`config.mk`:
```
export PLATFORM = sky130hd
export DESIGN_NAME = i2c_ball_slave_rx_flat
export DESIGN_NICKNAME = d
export VERILOG_FILES = /design/src/rtl/i2c_ball_slave_rx_if.sv /design/src/rtl/i2c_ball_slave_rx.sv /design/src/flat_wrapper.sv
export SDC_FILE = /design/constraint.sdc
export NUM_CORES = 1
export LEC_CHECK = 0
export ABC_AREA = 1
export BUFFER_PORTS_ARGS = -buffer_cell sky130_fd_sc_hd__buf_4
export CAP_MARGIN = 20
export CORE_UTILIZATION = 30
export DETAILED_ROUTE_END_ITERATION = 12
export GPL_TIMING_DRIVEN = 0
export PLACE_DENSITY = 0.56
export SETUP_SLACK_MARGIN = 0.5
export SLEW_MARGIN = 20
export SYNTH_ARGS = -nofsm -noshare
export SYNTH_HDL_FRONTEND = slang
export SYNTH_SLANG_ARGS = --single-unit
```
`constraint.sdc`:
```
create_clock -name clk -period 6.2 [get_ports clk]
set_clock_uncertainty 0.05 [all_clocks]
set_input_delay 0.62 -clock clk [delete_from_list [all_inputs] [get_ports clk]]
set_output_delay 0.62 -clock clk [all_outputs]
set_load 0.05 [all_outputs]
```
`src/rtl/i2c_ball_slave_rx_if.sv`:
```
`default_nettype none
// ============================================================================
// Module   : i2c_ball_slave_rx_if
// Brief    : I2C bus lines seen by the ball-link slave receiver.
// Revision : 1.0 - initial release
// ============================================================================
interface i2c_ball_slave_rx_if;
    logic scl;
    logic sda_in;
    logic sda_oe;

    modport master (output scl, output sda_in, input sda_oe);
    modport slave  (input scl, input sda_in, output sda_oe);
endinterface
`default_nettype wire

```
`src/rtl/i2c_ball_slave_rx.sv`:
```
`default_nettype none
// ============================================================================
// Module   : i2c_ball_slave_rx
// Brief    : I2C write-only slave that decodes the 6-byte ball-state frame
//            and commits it atomically on STOP.
// Revision : 1.0 - initial release
// ============================================================================
module i2c_ball_slave_rx #(
    parameter logic [7:0]  ADDR_BYTE = 8'hAA,
    parameter int unsigned N_DATA    = 5
) (
    input  logic                  clk,
    input  logic                  reset,
    i2c_ball_slave_rx_if.slave    bus,
    output logic [9:0]            ball_y,
    output logic [7:0]            ball_vy,
    output logic [1:0]            gravity_counter,
    output logic                  is_collusion,
    output logic                  packet_valid,
    output logic                  frame_error,
    output logic                  busy,
    output logic [7:0]            intf_led
);
    localparam int unsigned         c_cnt_w  = $clog2(N_DATA + 1);
    localparam logic [c_cnt_w-1:0]  c_n_data = c_cnt_w'(N_DATA);

    typedef enum logic [2:0] {
        ST_IDLE, ST_ADDR, ST_ADDR_ACK, ST_DATA, ST_DATA_ACK, ST_IGNORE
    } state_t;

    state_t               r_state, w_state_nx;
    logic [2:0]           r_scl_sync, r_sda_sync;
    logic [3:0]           r_bit_cnt, w_bit_cnt_nx;
    logic [c_cnt_w-1:0]   r_byte_cnt, w_byte_cnt_nx;
    logic [7:0]           r_shift, w_shift_nx;
    logic [1:0]           r_sh_y_hi, w_sh_y_hi_nx;
    logic [7:0]           r_sh_y_lo, w_sh_y_lo_nx;
    logic [7:0]           r_sh_vy, w_sh_vy_nx;
    logic [1:0]           r_sh_grav, w_sh_grav_nx;
    logic                 r_sh_coll, w_sh_coll_nx;
    logic                 r_overrun, w_overrun_nx;
    logic                 r_busy, w_busy_nx;
    logic                 r_sda_oe, w_sda_oe_nx;
    logic [9:0]           r_ball_y, w_ball_y_nx;
    logic [7:0]           r_ball_vy, w_ball_vy_nx;
    logic [1:0]           r_grav, w_grav_nx;
    logic                 r_coll, w_coll_nx;
    logic                 r_pv, w_pv_nx;
    logic                 r_fe, w_fe_nx;

    logic w_scl, w_sda, w_scl_rise, w_scl_fall, w_start, w_stop;

    // Synchronisers idle at 1 so reset release on an idle bus creates no edges
    always_ff @(posedge clk or posedge reset) begin
        if (reset) begin
            r_scl_sync <= 3'b111;
            r_sda_sync <= 3'b111;
        end else begin
            r_scl_sync <= {r_scl_sync[1:0], bus.scl};
            r_sda_sync <= {r_sda_sync[1:0], bus.sda_in};
        end
    end

    assign w_scl      = r_scl_sync[1];
    assign w_sda      = r_sda_sync[1];
    assign w_scl_rise = w_scl & ~r_scl_sync[2];
    assign w_scl_fall = ~w_scl & r_scl_sync[2];
    assign w_start    = w_scl & r_sda_sync[2] & ~w_sda;
    assign w_stop     = w_scl & ~r_sda_sync[2] & w_sda;

    always_ff @(posedge clk or posedge reset) begin
        if (reset) begin
            r_state    <= ST_IDLE;
            r_bit_cnt  <= '0;
            r_byte_cnt <= '0;
            r_shift    <= '0;
            r_sh_y_hi  <= '0;
            r_sh_y_lo  <= '0;
            r_sh_vy    <= '0;
            r_sh_grav  <= '0;
            r_sh_coll  <= 1'b0;
            r_overrun  <= 1'b0;
            r_busy     <= 1'b0;
            r_sda_oe   <= 1'b0;
            r_ball_y   <= '0;
            r_ball_vy  <= '0;
            r_grav     <= '0;
            r_coll     <= 1'b0;
            r_pv       <= 1'b0;
            r_fe       <= 1'b0;
        end else begin
            r_state    <= w_state_nx;
            r_bit_cnt  <= w_bit_cnt_nx;
            r_byte_cnt <= w_byte_cnt_nx;
            r_shift    <= w_shift_nx;
            r_sh_y_hi  <= w_sh_y_hi_nx;
            r_sh_y_lo  <= w_sh_y_lo_nx;
            r_sh_vy    <= w_sh_vy_nx;
            r_sh_grav  <= w_sh_grav_nx;
            r_sh_coll  <= w_sh_coll_nx;
            r_overrun  <= w_overrun_nx;
            r_busy     <= w_busy_nx;
            r_sda_oe   <= w_sda_oe_nx;
            r_ball_y   <= w_ball_y_nx;
            r_ball_vy  <= w_ball_vy_nx;
            r_grav     <= w_grav_nx;
            r_coll     <= w_coll_nx;
            r_pv       <= w_pv_nx;
            r_fe       <= w_fe_nx;
        end
    end

    always_comb begin
        w_state_nx    = r_state;
        w_bit_cnt_nx  = r_bit_cnt;
        w_byte_cnt_nx = r_byte_cnt;
        w_shift_nx    = r_shift;
        w_sh_y_hi_nx  = r_sh_y_hi;
        w_sh_y_lo_nx  = r_sh_y_lo;
        w_sh_vy_nx    = r_sh_vy;
        w_sh_grav_nx  = r_sh_grav;
        w_sh_coll_nx  = r_sh_coll;
        w_overrun_nx  = r_overrun;
        w_busy_nx     = r_busy;
        w_sda_oe_nx   = r_sda_oe;
        w_ball_y_nx   = r_ball_y;
        w_ball_vy_nx  = r_ball_vy;
        w_grav_nx     = r_grav;
        w_coll_nx     = r_coll;
        w_pv_nx       = 1'b0;
        w_fe_nx       = 1'b0;

        if (w_start) begin
            w_state_nx    = ST_ADDR;
            w_bit_cnt_nx  = '0;
            w_byte_cnt_nx = '0;
            w_sh_y_hi_nx  = '0;
            w_sh_y_lo_nx  = '0;
            w_sh_vy_nx    = '0;
            w_sh_grav_nx  = '0;
            w_sh_coll_nx  = 1'b0;
            w_overrun_nx  = 1'b0;
            w_sda_oe_nx   = 1'b0;
            w_busy_nx     = 1'b0;
            w_fe_nx       = r_busy;
        end else if (w_stop) begin
            w_state_nx  = ST_IDLE;
            w_sda_oe_nx = 1'b0;
            w_busy_nx   = 1'b0;
            if (r_busy) begin
                if (r_byte_cnt == c_n_data && !r_overrun) begin
                    w_ball_y_nx  = {r_sh_y_hi, r_sh_y_lo};
                    w_ball_vy_nx = r_sh_vy;
                    w_grav_nx    = r_sh_grav;
                    w_coll_nx    = r_sh_coll;
                    w_pv_nx      = 1'b1;
                end else begin
                    w_fe_nx = 1'b1;
                end
            end
        end else begin
            case (r_state)
                ST_ADDR: begin
                    if (w_scl_rise) begin
                        w_shift_nx   = {r_shift[6:0], w_sda};
                        w_bit_cnt_nx = r_bit_cnt + 4'd1;
                    end else if (w_scl_fall && r_bit_cnt == 4'd8) begin
                        if (r_shift == ADDR_BYTE) begin
                            w_state_nx  = ST_ADDR_ACK;
                            w_sda_oe_nx = 1'b1;
                            w_busy_nx   = 1'b1;
                        end else begin
                            w_state_nx = ST_IGNORE;
                        end
                    end
                end
                ST_ADDR_ACK, ST_DATA_ACK: begin
                    // Entry happens on a fall, so the next fall closes the ACK clock
                    if (w_scl_fall) begin
                        w_state_nx   = ST_DATA;
                        w_sda_oe_nx  = 1'b0;
                        w_bit_cnt_nx = '0;
                    end
                end
                ST_DATA: begin
                    if (w_scl_rise) begin
                        w_shift_nx   = {r_shift[6:0], w_sda};
                        w_bit_cnt_nx = r_bit_cnt + 4'd1;
                    end else if (w_scl_fall && r_bit_cnt == 4'd8) begin
                        if (r_byte_cnt < c_n_data) begin
                            case (r_byte_cnt)
                                c_cnt_w'(0): w_sh_y_hi_nx = r_shift[7:6];
                                c_cnt_w'(1): w_sh_y_lo_nx = r_shift;
                                c_cnt_w'(2): w_sh_vy_nx   = r_shift;
                                c_cnt_w'(3): w_sh_grav_nx = r_shift[1:0];
                                default:     w_sh_coll_nx = r_shift[0];
                            endcase
                            w_byte_cnt_nx = r_byte_cnt + c_cnt_w'(1);
                            w_state_nx    = ST_DATA_ACK;
                            w_sda_oe_nx   = 1'b1;
                        end else begin
                            w_overrun_nx = 1'b1;
                            w_state_nx   = ST_IGNORE;
                        end
                    end
                end
                default: ;
            endcase
        end
    end

    always_comb begin
        case (r_state)
            ST_ADDR:     intf_led = 8'h01;
            ST_ADDR_ACK: intf_led = 8'h02;
            ST_DATA:     intf_led = 8'h04;
            ST_DATA_ACK: intf_led = 8'h08;
            ST_IGNORE:   intf_led = 8'h10;
            default:     intf_led = 8'h00;
        endcase
    end

    assign bus.sda_oe      = r_sda_oe;
    assign ball_y          = r_ball_y;
    assign ball_vy         = r_ball_vy;
    assign gravity_counter = r_grav;
    assign is_collusion    = r_coll;
    assign packet_valid    = r_pv;
    assign frame_error     = r_fe;
    assign busy            = r_busy;
endmodule
`default_nettype wire
```
`src/flat_wrapper.sv`:
```
// flat-port wrapper written by rule: the top's interface ports become plain ports
module i2c_ball_slave_rx_flat 
#(
    parameter logic [7:0]  ADDR_BYTE = 8'hAA,
    parameter int unsigned N_DATA    = 5
)
  (clk, reset, ball_y, ball_vy, gravity_counter, is_collusion, packet_valid, frame_error, busy, intf_led, bus_scl, bus_sda_in, bus_sda_oe);
  i2c_ball_slave_rx_if bus_i ();
  input  logic clk;
  input  logic reset;
  output logic [9:0] ball_y;
  output logic [7:0] ball_vy;
  output logic [1:0] gravity_counter;
  output logic is_collusion;
  output logic packet_valid;
  output logic frame_error;
  output logic busy;
  output logic [7:0] intf_led;
  input wire logic [$bits(bus_i.scl)-1:0] bus_scl;
  input wire logic [$bits(bus_i.sda_in)-1:0] bus_sda_in;
  output wire logic [$bits(bus_i.sda_oe)-1:0] bus_sda_oe;
  assign bus_i.scl = bus_scl;
  assign bus_i.sda_in = bus_sda_in;
  assign bus_sda_oe = bus_i.sda_oe;
  i2c_ball_slave_rx #(.ADDR_BYTE(ADDR_BYTE), .N_DATA(N_DATA)) u_core (.clk(clk), .reset(reset), .bus(bus_i), .ball_y(ball_y), .ball_vy(ball_vy), .gravity_counter(gravity_counter), .is_collusion(is_collusion), .packet_valid(packet_valid), .frame_error(frame_error), .busy(busy), .intf_led(intf_led));
endmodule
```
; ---- Word level (Yosys, flattened, before mapping)
; Index checks and enable logic that the tools add are counted.
[op_classes]
addsub = 2
order_cmp = 1
eq_ne = 25
mux = 84
n_bitwise = 12
reduce_logical = 32
[op_table]
columns = op, count
row1 = $mux W8, 14
row2 = $mux W3, 14
row3 = $reduce_and A6 Y1, 6
row4 = $mux W1, 34
row5 = $mux W2, 14
row6 = $pmux W5 S5, 1
row7 = $ne A4 B1 Y1 const B, 5
row8 = $mux W4, 4
row9 = $reduce_and A4 Y1, 4
row10 = $reduce_bool A2 Y1, 7
row11 = $eq A3 B2 Y1 const B, 4
row12 = $reduce_bool A3 Y1, 4
row13 = $reduce_and A5 Y1, 2
row14 = $eq A3 B3 Y1 const B, 3
row15 = $pmux W3 S3, 1
row16 = $eq A8 B8 Y1 const B, 1
row17 = $ne A4 B4 Y1 const B, 2
row18 = $pmux W4 S2, 1
row19 = $reduce_and A8 Y1, 1
row20 = $and A1 B1 Y1, 6
row21 = $eq A3 B1 Y1 const B, 2
row22 = $ne A2 B1 Y1 const B, 3
row23 = $ne A3 B1 Y1 const B, 2
row24 = $not A1 Y1, 6
row25 = 13 further kinds, 15
[word_totals]
register_bits = 71
word_cells = 176

; ---- Longest topological paths before layout
; Gate-level depths: netlist (run 1).
[depth]
ltp_word = 9
depth_mapped = 11
mapped_depth_nobuf = 11

; ---- Worst setup path before layout (run 1)
; OpenSTA, ideal clock, no wires.
[synth_path]
path_type = reg2out
startpoint = register u_core.r_state[1]
endpoint = output port intf_led[4]
arrival_ns = 1.523
t_required_ns = 5.530
path_slack_ns = 4.007
path_stages_with_launch = 2
n_path_buf = 0
cell_sequence = dfrtp_1 nor3_1
[synth_between]
elab_chain_len = 2
elab_cells_between_ends = 6
[synth_lines]
columns = item, line_no
row1 = "start, declared", i2c_ball_slave_rx.sv:31  ; state_t r_state, w_state_nx;
row2 = "start signal, assigned", i2c_ball_slave_rx.sv:92  ; r_state <= w_state_nx;
row3 = $eq A3 B3 Y1 (tied with other cells), i2c_ball_slave_rx.sv:213  ; case (r_state)
row4 = $pmux W5 S5 (*), i2c_ball_slave_rx.sv:213
row5 = "end, declared", flat_wrapper.sv:18  ; output logic [7:0] intf_led;
; Every way passes the cells marked *; elsewhere a longest branch is shown, timed or not.

; ---- Final worst setup path (run 1)
[layout_path]
startpoint = register u_core.r_state[2]
endpoint = output port intf_led[2]
; Same word-level chain as after synthesis.

==> results of run 1 <==
[stage by stage]
stage               utilization  hold slack, ns  total power, mW  instance area, sq um
global route              0.374           0.247             1.48                  3850
detailed placement        0.353           0.297            0.980                  3630
global placement          0.351           0.296            0.967                  3600
floorplan                     -           0.295            0.879                  3190
CTS                       0.374           0.228             1.40                  3850
finish                    0.374           0.226             1.38                  3850
[cell usage after synthesis (all sizes together), types with 3 or more instances]
| cell type | count |
|---|---|
| ha | 7 |
| buf | 9 |
| nor3 | 3 |
| inv | 40 |
| a21oi | 9 |
| nand2 | 139 |
| nor2 | 27 |
| nand3 | 18 |
| dfrtp | 65 |
| dfstp | 6 |
| clkbuf | 3 |
| o21ai | 37 |
[routing by layer]
| layer | share of wire | routed length [microns] |
|---|---|---|
| met4 | 0.021 | 129 |
| met1 | 0.49 | 3060 |
| met3 | 0.038 | 239 |
| met5 | 0 | 0 |
| met2 | 0.45 | 2840 |
[cell families after synthesis]
logic type      count (synthesis)
simple gates                  188
flops                          71
buf+inv                        52
compound gates                 49
fa+ha+maj                       7
xor+xnor                        2
other cells                     1
[where the power goes]
group          leakage [nW]  internal (mW)  switching, mW  total (mW)
clock network         0.104          0.230          0.183       0.412
registers             0.949          0.532         0.0506       0.582
logic                 0.918          0.120          0.265       0.385
total                  1.97          0.881          0.499        1.38
[final timing paths]
kind,depth (start not counted),to,start
max in group asynchronous,3,u_core.r_sh_y_lo[6]$_DFFE_PP0P_,reset
worst max register to register,8,u_core.ball_vy[0]$_DFFE_PP0P_,u_core.r_byte_cnt[1]$_DFFE_PP0P_
worst max-delay path,4,intf_led[2],u_core.r_state[2]$_DFFE_PP0P_
min in group clk,0,u_core.r_scl_sync[1]$_DFF_PP1_,u_core.r_scl_sync[0]$_DFF_PP1_
worst min-delay path,2,u_core.ball_y[2]$_DFFE_PP0P_,reset
worst min register to register,0,u_core.r_scl_sync[1]$_DFF_PP1_,u_core.r_scl_sync[0]$_DFF_PP1_
[final cells by class]
type / count / area [sq um]
Buffer: 12 / 88.8
Clock inverter: 6 / 92.6
Inverter: 40 / 153
Tap cell: 136 / 170
Timing Repair Buffer: 34 / 268
Clock buffer: 10 / 128
Sequential cell: 71 / 1780
Fill cell: 1085 / 6430
Multi-Input combinational cell: 249 / 1160
[registers in the layout, summed over array words and instances (netlist names), 2 cells and up]
| register | flops |
|---|---|
| u_core.ball_vy | 8 |
| u_core.ball_y | 10 |
| u_core.gravity_counter | 2 |
| u_core.r_bit_cnt | 4 |
| u_core.r_byte_cnt | 3 |
| u_core.r_scl_sync | 3 |
| u_core.r_sda_sync | 3 |
| u_core.r_sh_grav | 2 |
| u_core.r_sh_vy | 8 |
| u_core.r_sh_y_hi | 2 |
| u_core.r_sh_y_lo | 8 |
| u_core.r_shift | 8 |
| u_core.r_state | 3 |
==> summary.txt, run 1 <==
Floorplan
  • Initial core utilization: 0.309
  • DIE AREA: ~11000 sq um
  • Die boundary width: 105 microns
  • Core Area: 10300 sq um
  • Die Ht: between 100 and 150 microns
  • Io pins: 37
  • Row cnt: 37

Clock tree
  • CTS Buf Count: 9
  • CTS Buffer Depth: 2
  • Clock insertion delay at the later pin of the skew report: 0.34 ns
  • Clock root buffer: clkbuf_8
  • Hold Buf Count CTS: 0
  • TritonCTS clock tree: done
  • Post-CTS Setup Bufs: 0
  • Total number of H-tree levels: 3
  • Cts repair resizes: 0
  • Sink Count: 71
  • Reg clk slew, reported paths: 0.08 ns

Routing
  • WL/cell: 11.2 microns
  • Vias per cell: around 4.3
  • Drt initial violations: 107
  • Vias: 2418
  • Final wirelength: roughly 6.3 mm
  • TritonRoute pass-1 iters: 5
  • Final ANT Viol Nets: 0
  • Number of remaining DRC errors: 0

Global route
  • Vias in the first global route: around 2300
  • Grt met2 use: 0.194
  • Initial antenna violation count: 0
  • Top Usage Layer GRT: met2
  • M1 GR Usage: 0.165
  • Global route overflow: 0
  • Global-route wire length before repair: 10.9 mm
  • Global Route Usage Sum: 0.126
  • Met3 Usage GRT: 0.0337
  • Pin count of the biggest net entering global routing: 41

Logic synthesis
  • Synth Area per Inst: 8.59 sq um
  • #FFs+latches synth: 71
  • Ys async rst share: 1.00
  • Synth Area in Compound Gates: 0.0842
  • Synth Warn #: 0
  • Synth Area in XOR/XNOR: 0.00551
  • Adder-Cell Fraction of Synth Area: 0.0275
  • Sequential cell area fraction in the yosys report: 0.561
  • Netlist cell types: 30
  • Post-synth EDFFs: 0
  • Top post-synthesis cells by area: dfrtp_1 51%, nand2_1 16%, dfstp_2 5.0%
  • Multiplexer share of the synthesized area: 0
  • Cell taking the most area after synthesis: dfrtp_1
  • Post-Synth Simple-Gate Area: 0.245
  • Syn Std Cell Area: 3180 sq um
  • Main synth FF type: dfrtp_1
  • Main combinational cell family by area after synthesis: simple AND/OR/NAND/NOR gates
  • Syn Inst Count: 370
  • Area fraction of the dominant cell type after synthesis: 0.512

Cells and area
  • Antenna diodes: 0
  • Most frequent cells in the layout: 136 x nand2_1, 65 x dfrtp_1, 36 x buf_4
  • Most common cell after layout, fill and taps aside: nand2_1
  • NumNets Final: roughly 430
  • Layout area overhead: 21.0%
  • Layout cell share with drive strength beyond 1: 0.201
  • Non-Filler Instances: 558

Power and ir drop
  • Pwr/cell area: ~360 nW/um^2
  • LEAKAGE: 1.97 nW
  • Peak VDD IR: 0.000232 V

Place
  • Dpl hpwl: 4.50 mm
  • Placed cell count: 542
  • Pre-CTS WS: 4.30 ns
  • Port buffer count: 33
  • RePlAce Congestion: 0.883

Run status
  • Status: finished, final reports clean

Timing
  • Fmax: between 400 and 500 MHz
  • Min cycle time layout: 2.02 ns
  • Period utilization: 0.326
  • Setup WS post-layout: 4.18 ns
  • Setup TNS: 0 ns
  • RSZ-0062 raised after global routing: false
  • Setup violators final: 0
  • Hold Fails Final Rpt: 0
  • Max Slew Vio Count: 0

Critical path
  • Buffers and inverters on the worst path: 3
  • Most frequent CP cell: inv_1
  • Arrival time worst endpoint: ~1.4 ns
  • Slowest library cell on the worst path: dfrtp_1
  • CP Class: reg -> out
  • Data required, critical path: 5.53 ns
  • CP Cell Sequence: inv_1 -> nand3_2 -> inv_1 -> buf_4
  • Critical Path Fanout Max: 4
  • Crit path max-delay family: buffers and inverters
  • Crit end category: primary output
  • Critical path's largest stage delay: 0.42 ns
  • CP startpoint kind: register
  • Flop-to-flop setup slack: 4.32 ns

Min path
  • Hold WC Path Type: in -> async

Job
  • Max Cap Viol: 0
No activity file was read; power rests on OpenSTA's default activity.
==> run 2, diff against run 1 <==
ABC_AREA = 0   (was 1)
PLACE_DENSITY = 0.57   (was 0.56)
clock period = 1.7 ns   (was 6.2 ns; I/O delays follow)
==> summary.txt, run 2 <==
Run status
  • Status: complete, but fails checks
  • Failing checks: negative setup slack

Logic synthesis
  • #FFs+latches synth: 71 (unchanged)
  • Syn Std Cell Area: 3300 sq um (+3.9%)
  • Sequential cell area fraction in the yosys report: 0.540 (-0.0212)
  • Multiplexer share of the synthesized area: 0.107 (+0.107)
  • Netlist cell types: 57 (+90%)
  • Main synth FF type: dfrtp_1
  • Area fraction of the dominant cell type after synthesis: 0.492 (-0.0194)
  • Ys async rst share: 1.00 (unchanged)
  • Synth Area per Inst: 11.3 sq um (+32%)
  • Most common cell in the synthesized netlist: dfrtp_1
  • Adder-Cell Fraction of Synth Area: 0.0265 (-0.00104)
  • Top post-synthesis cells by area: dfrtp_1 49%, mux2_2 8.9%, dfstp_2 4.8%
  • Post-synth top cells: 65 x dfrtp_1, 30 x nand2_1, 27 x o21ai_0, 26 x mux2_2, 17 x nand3_1
  • Syn Inst Count: 292 (-21%)
  • Post-synth EDFFs: 0 (unchanged)
  • Synth Warn #: 0 (unchanged)
  • Synth Area in XOR/XNOR: 0.00795 (+0.00244)
  • Cell taking the most area after synthesis: dfrtp_1
  • Synth Area in Compound Gates: 0.0969 (+0.0127)
  • Post-Synth Simple-Gate Area: 0.164 (-0.0812)
  • Main combinational cell family by area after synthesis: simple AND/OR/NAND/NOR gates

Critical path
  • Flop-to-flop setup slack: -0.09 ns (-4.41 ns)
  • RR Startpoint: u_core.r_scl_sync[1]$_DFF_PP1_
  • Worst Reg-to-Reg Cells: 5 (-3)
  • CP Class: reg -> reg
  • CP startpoint kind: register
  • Critical path's largest stage delay: 0.65 ns (+0.23 ns)
  • Arrival time worst endpoint: 1.98 ns (+0.63 ns)
  • Crit end category: register
  • Slowest library cell on the worst path: dfstp_2
  • Worst r2r dst: u_core.ball_vy[3]$_DFFE_PP0P_
  • Critical Path Fanout Max: 10 (+6)
  • CP Cell Sequence: nand2_2 -> nor2_4 -> and3_4 -> buf_12 -> mux2_2
  • Data required, critical path: 1.89 ns (-3.64 ns)

Min path
  • Hold WC Path Type: in -> async

Place
  • Placed cell count: 465 (-14%)
  • Dpl hpwl: 4.84 mm (+7.5%)
  • Port buffer count: 33 (unchanged)
  • RePlAce Congestion: 0.806 (-8.7%)

Cells and area
  • Utilization after layout: 0.498 (+0.124)
  • Layout area overhead: 58.5%
  • Layout fillers: 884 (-19%)
  • Most common cell after layout, fill and taps aside: buf_4
  • Sequential cell area: 1790 sq um (+0.28%)
  • NumNets Final: 408 (-4.7%)
  • Layout cell share with drive strength beyond 1: 0.587 (+0.386)
  • Non-Filler Instances: 538 (-3.6%)
  • Area of the multi-input gates: 1820 sq um (+56%)
  • Most frequent cells in the layout: 66 x buf_4, 61 x dfrtp_1, 25 x nand2_1
  • Max reg flops: 10 (unchanged)
  • Antenna diodes: 0 (unchanged)

Timing
  • Hold Slack: 0.281 ns (+0.0544 ns)
  • Max Slew Vio Count: 0 (unchanged)
  • Period utilization: 1.05
  • Setup WS post-layout: -0.0872 ns (-4.27 ns)
  • Setup violators final: 49 (+49)
  • RSZ-0062 raised after global routing: true
  • Fmax: 560 MHz
  • Min cycle time layout: 1.79 ns
  • Hold Fails Final Rpt: 0 (unchanged)

Power and ir drop
  • LEAKAGE: 2.34 nW (+19%)
  • Peak VDD IR: 0.000672 V (+190%)
  • Pwr Total: 4.77 mW (+250%)
  • Pwr/cell area: 910 nW/um^2 (+150%)

Floorplan
  • Die Ht: 107 microns (+1.9%)
  • Die boundary width: 107 microns (+1.9%)
  • Row cnt: 37 (unchanged)
  • Io pins: 37 (unchanged)
  • DIE AREA: 11400 sq um (+3.9%)
  • Initial core utilization: 0.314 (+0.00509)
  • Core Area: 10500 sq um (+2.3%)

Clock tree
  • Sink Count: 71 (unchanged)
  • TritonCTS clock tree: done
  • CTS Buffer Depth: 2 (unchanged)
  • Reg clk slew, reported paths: 0.08 ns (about the same)
  • Clock insertion delay at the later pin of the skew report: 0.35 ns (about the same)
  • CTS Buf Count: 9 (unchanged)
  • Total number of H-tree levels: 3 (unchanged)
  • Clock root buffer: clkbuf_8

Routing
  • TritonRoute pass-1 iters: 4 (-1)
  • Final ANT Viol Nets: 0 (unchanged)
  • Vias per cell: 4.86 (+12%)
  • WL/cell: 15.7 microns (+40%)
  • Vias: 2612 (+8.0%)
  • Final wirelength: 8.45 mm (+35%)
  • Drt initial violations: 63 (-41%)
  • Number of remaining DRC errors: 0 (unchanged)

Job
  • Max Cap Viol: 0 (unchanged)

Global route
  • Global Route Usage Sum: 0.146 (+0.0199)
  • Initial antenna violation count: 0 (unchanged)
  • Global-route wire length before repair: 13.0 mm (+19%)
  • Global route overflow: 0 (unchanged)
  • Vias in the first global route: 2570 (+9.6%)
  • Pin count of the biggest net entering global routing: 33 (-20%)
[run 2: cell types whose count changed in the layout (fill, tap and decap cells not counted), sizes merged, moves of 4 or more]
cell | previous run | this run
o21ai | 37 | 28
mux2 | 0 | 27
mux2i | 0 | 5
buf | 43 | 104
nor4 | 0 | 4
nor3b | 0 | 4
nor2 | 27 | 10
inv | 42 | 12
nand2 | 139 | 31
and2 | 0 | 5
a21oi | 9 | 5
[run 2: cell families (layout without fill, tap and decap cells)]
kind of cell               after synthesis  in the layout
and+or+nand+nor                         94             94
other                                    1              3
xor gates and xnor gates                 3              3
buffers and inverters                   33            141
AOI/OAI and AO/OA                       51             51
DFF                                     71             71
muxes                                   32             32
adders and majority gates                7              7
[run 2: routing by layer]
layer  global-route usage  part of all wire  up-vias
li1                     -                 -     1232
met1                0.189              0.47     1312
met2                0.240              0.49       55
met3               0.0347             0.034       13
met4               0.0470             0.011        0
met5                    0                 0        -
[run 2: worst max path at each step]
stage	start	endpoint	slack, ns	cells after the start
after global placement	u_core.r_shift[6]$_DFFE_PP0P_	u_core.r_state[0]$_DFFE_PP0P_	-0.22	4
after detailed placement	u_core.r_shift[6]$_DFFE_PP0P_	u_core.r_state[0]$_DFFE_PP0P_	-0.30	4
final	u_core.r_scl_sync[1]$_DFF_PP1_	u_core.ball_vy[3]$_DFFE_PP0P_	-0.09	5
after floorplan	u_core.r_scl_sync[2]$_DFF_PP1_	u_core.r_state[0]$_DFFE_PP0P_	0.03	4
after CTS	u_core.r_scl_sync[1]$_DFF_PP1_	u_core.gravity_counter[0]$_DFFE_PP0P_	-0.06	5
after global routing	u_core.r_state[2]$_DFFE_PP0P_	u_core.r_byte_cnt[1]$_DFFE_PP0P_	-0.13	7
[run 2: area by class of cell]
type                            count  area share
Buffer                             20      0.0504
Clock buffer                       10      0.0263
Clock inverter                      6      0.0174
Inverter                           13      0.0117
Multi-Input combinational cell    190       0.347
Sequential cell                    71       0.342
Tap cell                          136      0.0325
Timing Repair Buffer               92       0.173
[run 2: stage by stage]
| step | setup slack, ns | instance area, sq um | TNS [ns] |
|---|---|---|---|
| 2_1_floorplan | 0.0266 | 3510 | 0 |
| 3_3_place_gp | -0.222 | 3930 | -5.49 |
| 3_5_place_dp | -0.301 | 3970 | -6.58 |
| 4_1_cts | -0.0551 | 4850 | -1.16 |
| 5_1_grt | -0.126 | 5240 | -4.86 |
| 6_report | -0.0872 | 5240 | -1.90 |
[run 2: power breakdown]
group	switching [mW]	leakage, nW	internal, mW
registers	0.238	0.949	1.82
clock network	0.678	0.105	0.871
logic	0.561	1.29	0.597
total	1.48	2.34	3.29
[run 2: worst max-delay path, delay by kind of cell (launching register included)]
kind,cells,cell delay (ns)
mux,1,0.33
flops,1,0.65
buf+inv,1,0.16
simple gates,3,0.47
[run 2: what timing repair did]
item / in CTS / in global routing
pin swaps: 16 / 14
cloned: 3 / 3
hold buffers: 3 / 0
hold endpoints to repair: 40 / 0
buffers inserted: 29 / 19
gates resized for setup: 76 / 49
setup endpoints to repair: 71 / 74
==> run 3, diff against run 2 <==
CELL_PAD_IN_SITES_DETAIL_PLACEMENT = 1   (was unset)
CELL_PAD_IN_SITES_GLOBAL_PLACEMENT = 1   (was unset)
PLACE_DENSITY = 0.66   (was 0.57)
==> summary.txt, run 3 (synthesized netlist as in run 2, its figures left out) <==
Global route
  • Global-route wire length before repair: 16.1 mm (+24%)
  • Pin count of the biggest net entering global routing: 22 (-33%)
  • Global route overflow: 0 (unchanged)
  • Initial antenna violation count: 0 (unchanged)
  • Global Route Usage Sum: 0.186 (+0.0401)
  • Vias in the first global route: 3034 (+18%)

Critical path
  • Arrival time worst endpoint: 2.04 ns (+0.06 ns)
  • Critical path's largest stage delay: 0.49 ns (-0.16 ns)
  • CP Class: reg -> reg
  • Critical Path Fanout Max: 6 (-4)
  • Slowest library cell on the worst path: dfrtp_1
  • CP startpoint kind: register
  • CP Cell Sequence: nand4bb_2 -> a2111oi_2 -> o31ai_1 -> mux2_1
  • CP startpoint: u_core.r_shift[0]$_DFFE_PP0P_
  • Crit end category: register
  • Data required, critical path: 1.89 ns (about the same)
  • Flop-to-flop setup slack: -0.15 ns (-0.06 ns)
  • RR Startpoint: u_core.r_shift[0]$_DFFE_PP0P_

Timing
  • Hold Slack: 0.0794 ns (-0.201 ns)
  • Rel. slew slack: 0.476
  • Min cycle time layout: 1.85 ns (+0.0582 ns)
  • Max Slew Vio Count: 0 (unchanged)
  • RSZ-0062 raised after global routing: true
  • Fmax: 542 MHz (-3.2%)
  • Worst slew pin tran: just under 0.8 ns
  • Period utilization: 1.09 (+0.0343)
  • Setup WS post-layout: -0.145 ns (-0.0582 ns)
  • Hold Fails Final Rpt: 0 (unchanged)
  • Setup violators final: 56 (+14%)

Cells and area
  • NumNets Final: 425 (+4.2%)
  • Final Cell Area: 5510 sq um (+5.3%)
  • Antenna diodes: 0 (unchanged)
  • Layout area overhead: 66.9%
  • Layout cell share with drive strength beyond 1: 0.616 (+0.0287)
  • Most common cell after layout, fill and taps aside: buf_4
  • Most frequent cells in the layout: 64 x buf_4, 60 x dfrtp_1, 39 x buf_6
  • Max reg flops: 10 (unchanged)

Job
  • Max Cap Viol: 0 (unchanged)

Power and ir drop
  • Peak VDD IR: 0.000676 V (+0.56%)
  • Pwr/cell area: 915 nW/um^2 (+0.60%)
  • LEAKAGE: 2.49 nW (+6.2%)
  • Pwr Total: 5.05 mW (+5.9%)

Routing
  • WL/cell: 18.6 microns (+18%)
  • Vias: 2738 (+4.8%)
  • TritonRoute pass-1 iters: 4 (unchanged)
  • Vias per cell: 4.93 (+1.6%)
  • Final ANT Viol Nets: 0 (unchanged)
  • Drt initial violations: 72 (+14%)
  • Final wirelength: 10.3 mm (+22%)
  • Number of remaining DRC errors: 0 (unchanged)

Clock tree
  • CTS Buffer Depth: 2 (unchanged)
  • TritonCTS clock tree: done
  • Sink Count: 71 (unchanged)
  • Clock root buffer: clkbuf_8
  • Reg clk slew, reported paths: 0.08 ns (about the same)
  • Clock insertion delay at the later pin of the skew report: 0.36 ns (about the same)
  • Total number of H-tree levels: 3 (unchanged)
  • CTS Buf Count: 9 (unchanged)

Place
  • DP Area: 4010 sq um (+1.1%)
  • Dpl hpwl: 5.50 mm (+14%)
  • RePlAce Congestion: 0.733 (-9.1%)
  • Port buffer count: 33 (unchanged)

Run status
  • Failing checks: negative setup slack
  • Status: complete, but fails checks

Floorplan
  • DIE AREA: 11400 sq um (unchanged)
  • Core Area: 10500 sq um (unchanged)
  • Io pins: 37 (unchanged)
  • Row cnt: 37 (unchanged)
  • Die Ht: 107 microns (unchanged)
  • Initial core utilization: 0.314 (unchanged)
  • Die boundary width: 107 microns (unchanged)

Min path
  • Hold WC Path Type: in -> async
-- run 3: critical path: cells and delay by family (launching register included) --
| family | cells | cell delay [ns] |
|---|---|---|
| multiplexers | 1 | 0.30 |
| AND/OR/NAND/NOR | 1 | 0.39 |
| AO/OA/AOI/OAI | 2 | 0.50 |
| flip-flops | 1 | 0.49 |
-- run 3: final timing paths --
| kind | end | cells after the start |
|---|---|---|
| worst max-delay path | u_core.r_state[0]$_DFFE_PP0P_ | 4 |
| worst min-delay path | u_core.r_sh_y_lo[5]$_DFFE_PP0P_ | 3 |
| worst max register to register | u_core.r_state[0]$_DFFE_PP0P_ | 4 |
| worst min register to register | u_core.r_sda_sync[1]$_DFF_PP1_ | 0 |
| max in group asynchronous | u_core.r_scl_sync[1]$_DFF_PP1_ | 6 |
| min in group clk | u_core.r_sda_sync[1]$_DFF_PP1_ | 0 |
-- run 3: layout make-up --
type	count	area [sq um]
sequential	71	1790
inverter	13	58.8
clock inverter	6	115
fill	1069	4990
tap	136	170
buffer	20	274
clock buffer	10	138
timing repair buffer	109	1140
multi-input combinational	190	1830
-- run 3: power breakdown --
| part | total, mW | switching, mW | internal (mW) |
|---|---|---|---|
| Combinational | 1.25 | 0.595 | 0.655 |
| Sequential | 2.06 | 0.242 | 1.82 |
| Clock | 1.73 | 0.709 | 1.03 |
| Total | 5.05 | 1.55 | 3.50 |
-- run 3: metal layers --
layer  part of all wire  up-vias  global-route usage  wire length, microns
met3              0.028       21              0.0486                   288
li1                   -     1274                   -                     -
met2               0.55       50               0.338                  5650
met1               0.40     1393               0.209                  4120
met5                  0        -                   0                     0
met4              0.023        0              0.0646                   238
-- run 3: what timing repair did --
| action | in CTS | in global routing |
|---|---|---|
| hold buffers | 4 | 0 |
| buffers inserted | 51 | 12 |
| setup endpoints to repair | 71 | 84 |
| gates resized for setup | 97 | 51 |
| gates cloned | 4 | 2 |
| hold endpoints to repair | 19 | 0 |
| pin swaps | 24 | 10 |
-- run 3: stage by stage --
stage               std cells  TNS (ns)  utilization  worst slack (ns)
CTS                       541     -2.68        0.492           -0.0896
detailed placement        466     -7.14        0.381            -0.232
global placement          463     -5.81        0.374            -0.242
finish                    555     -3.50        0.525            -0.145
global route              555     -7.37        0.525            -0.215
floorplan                 294         0            -            0.0266
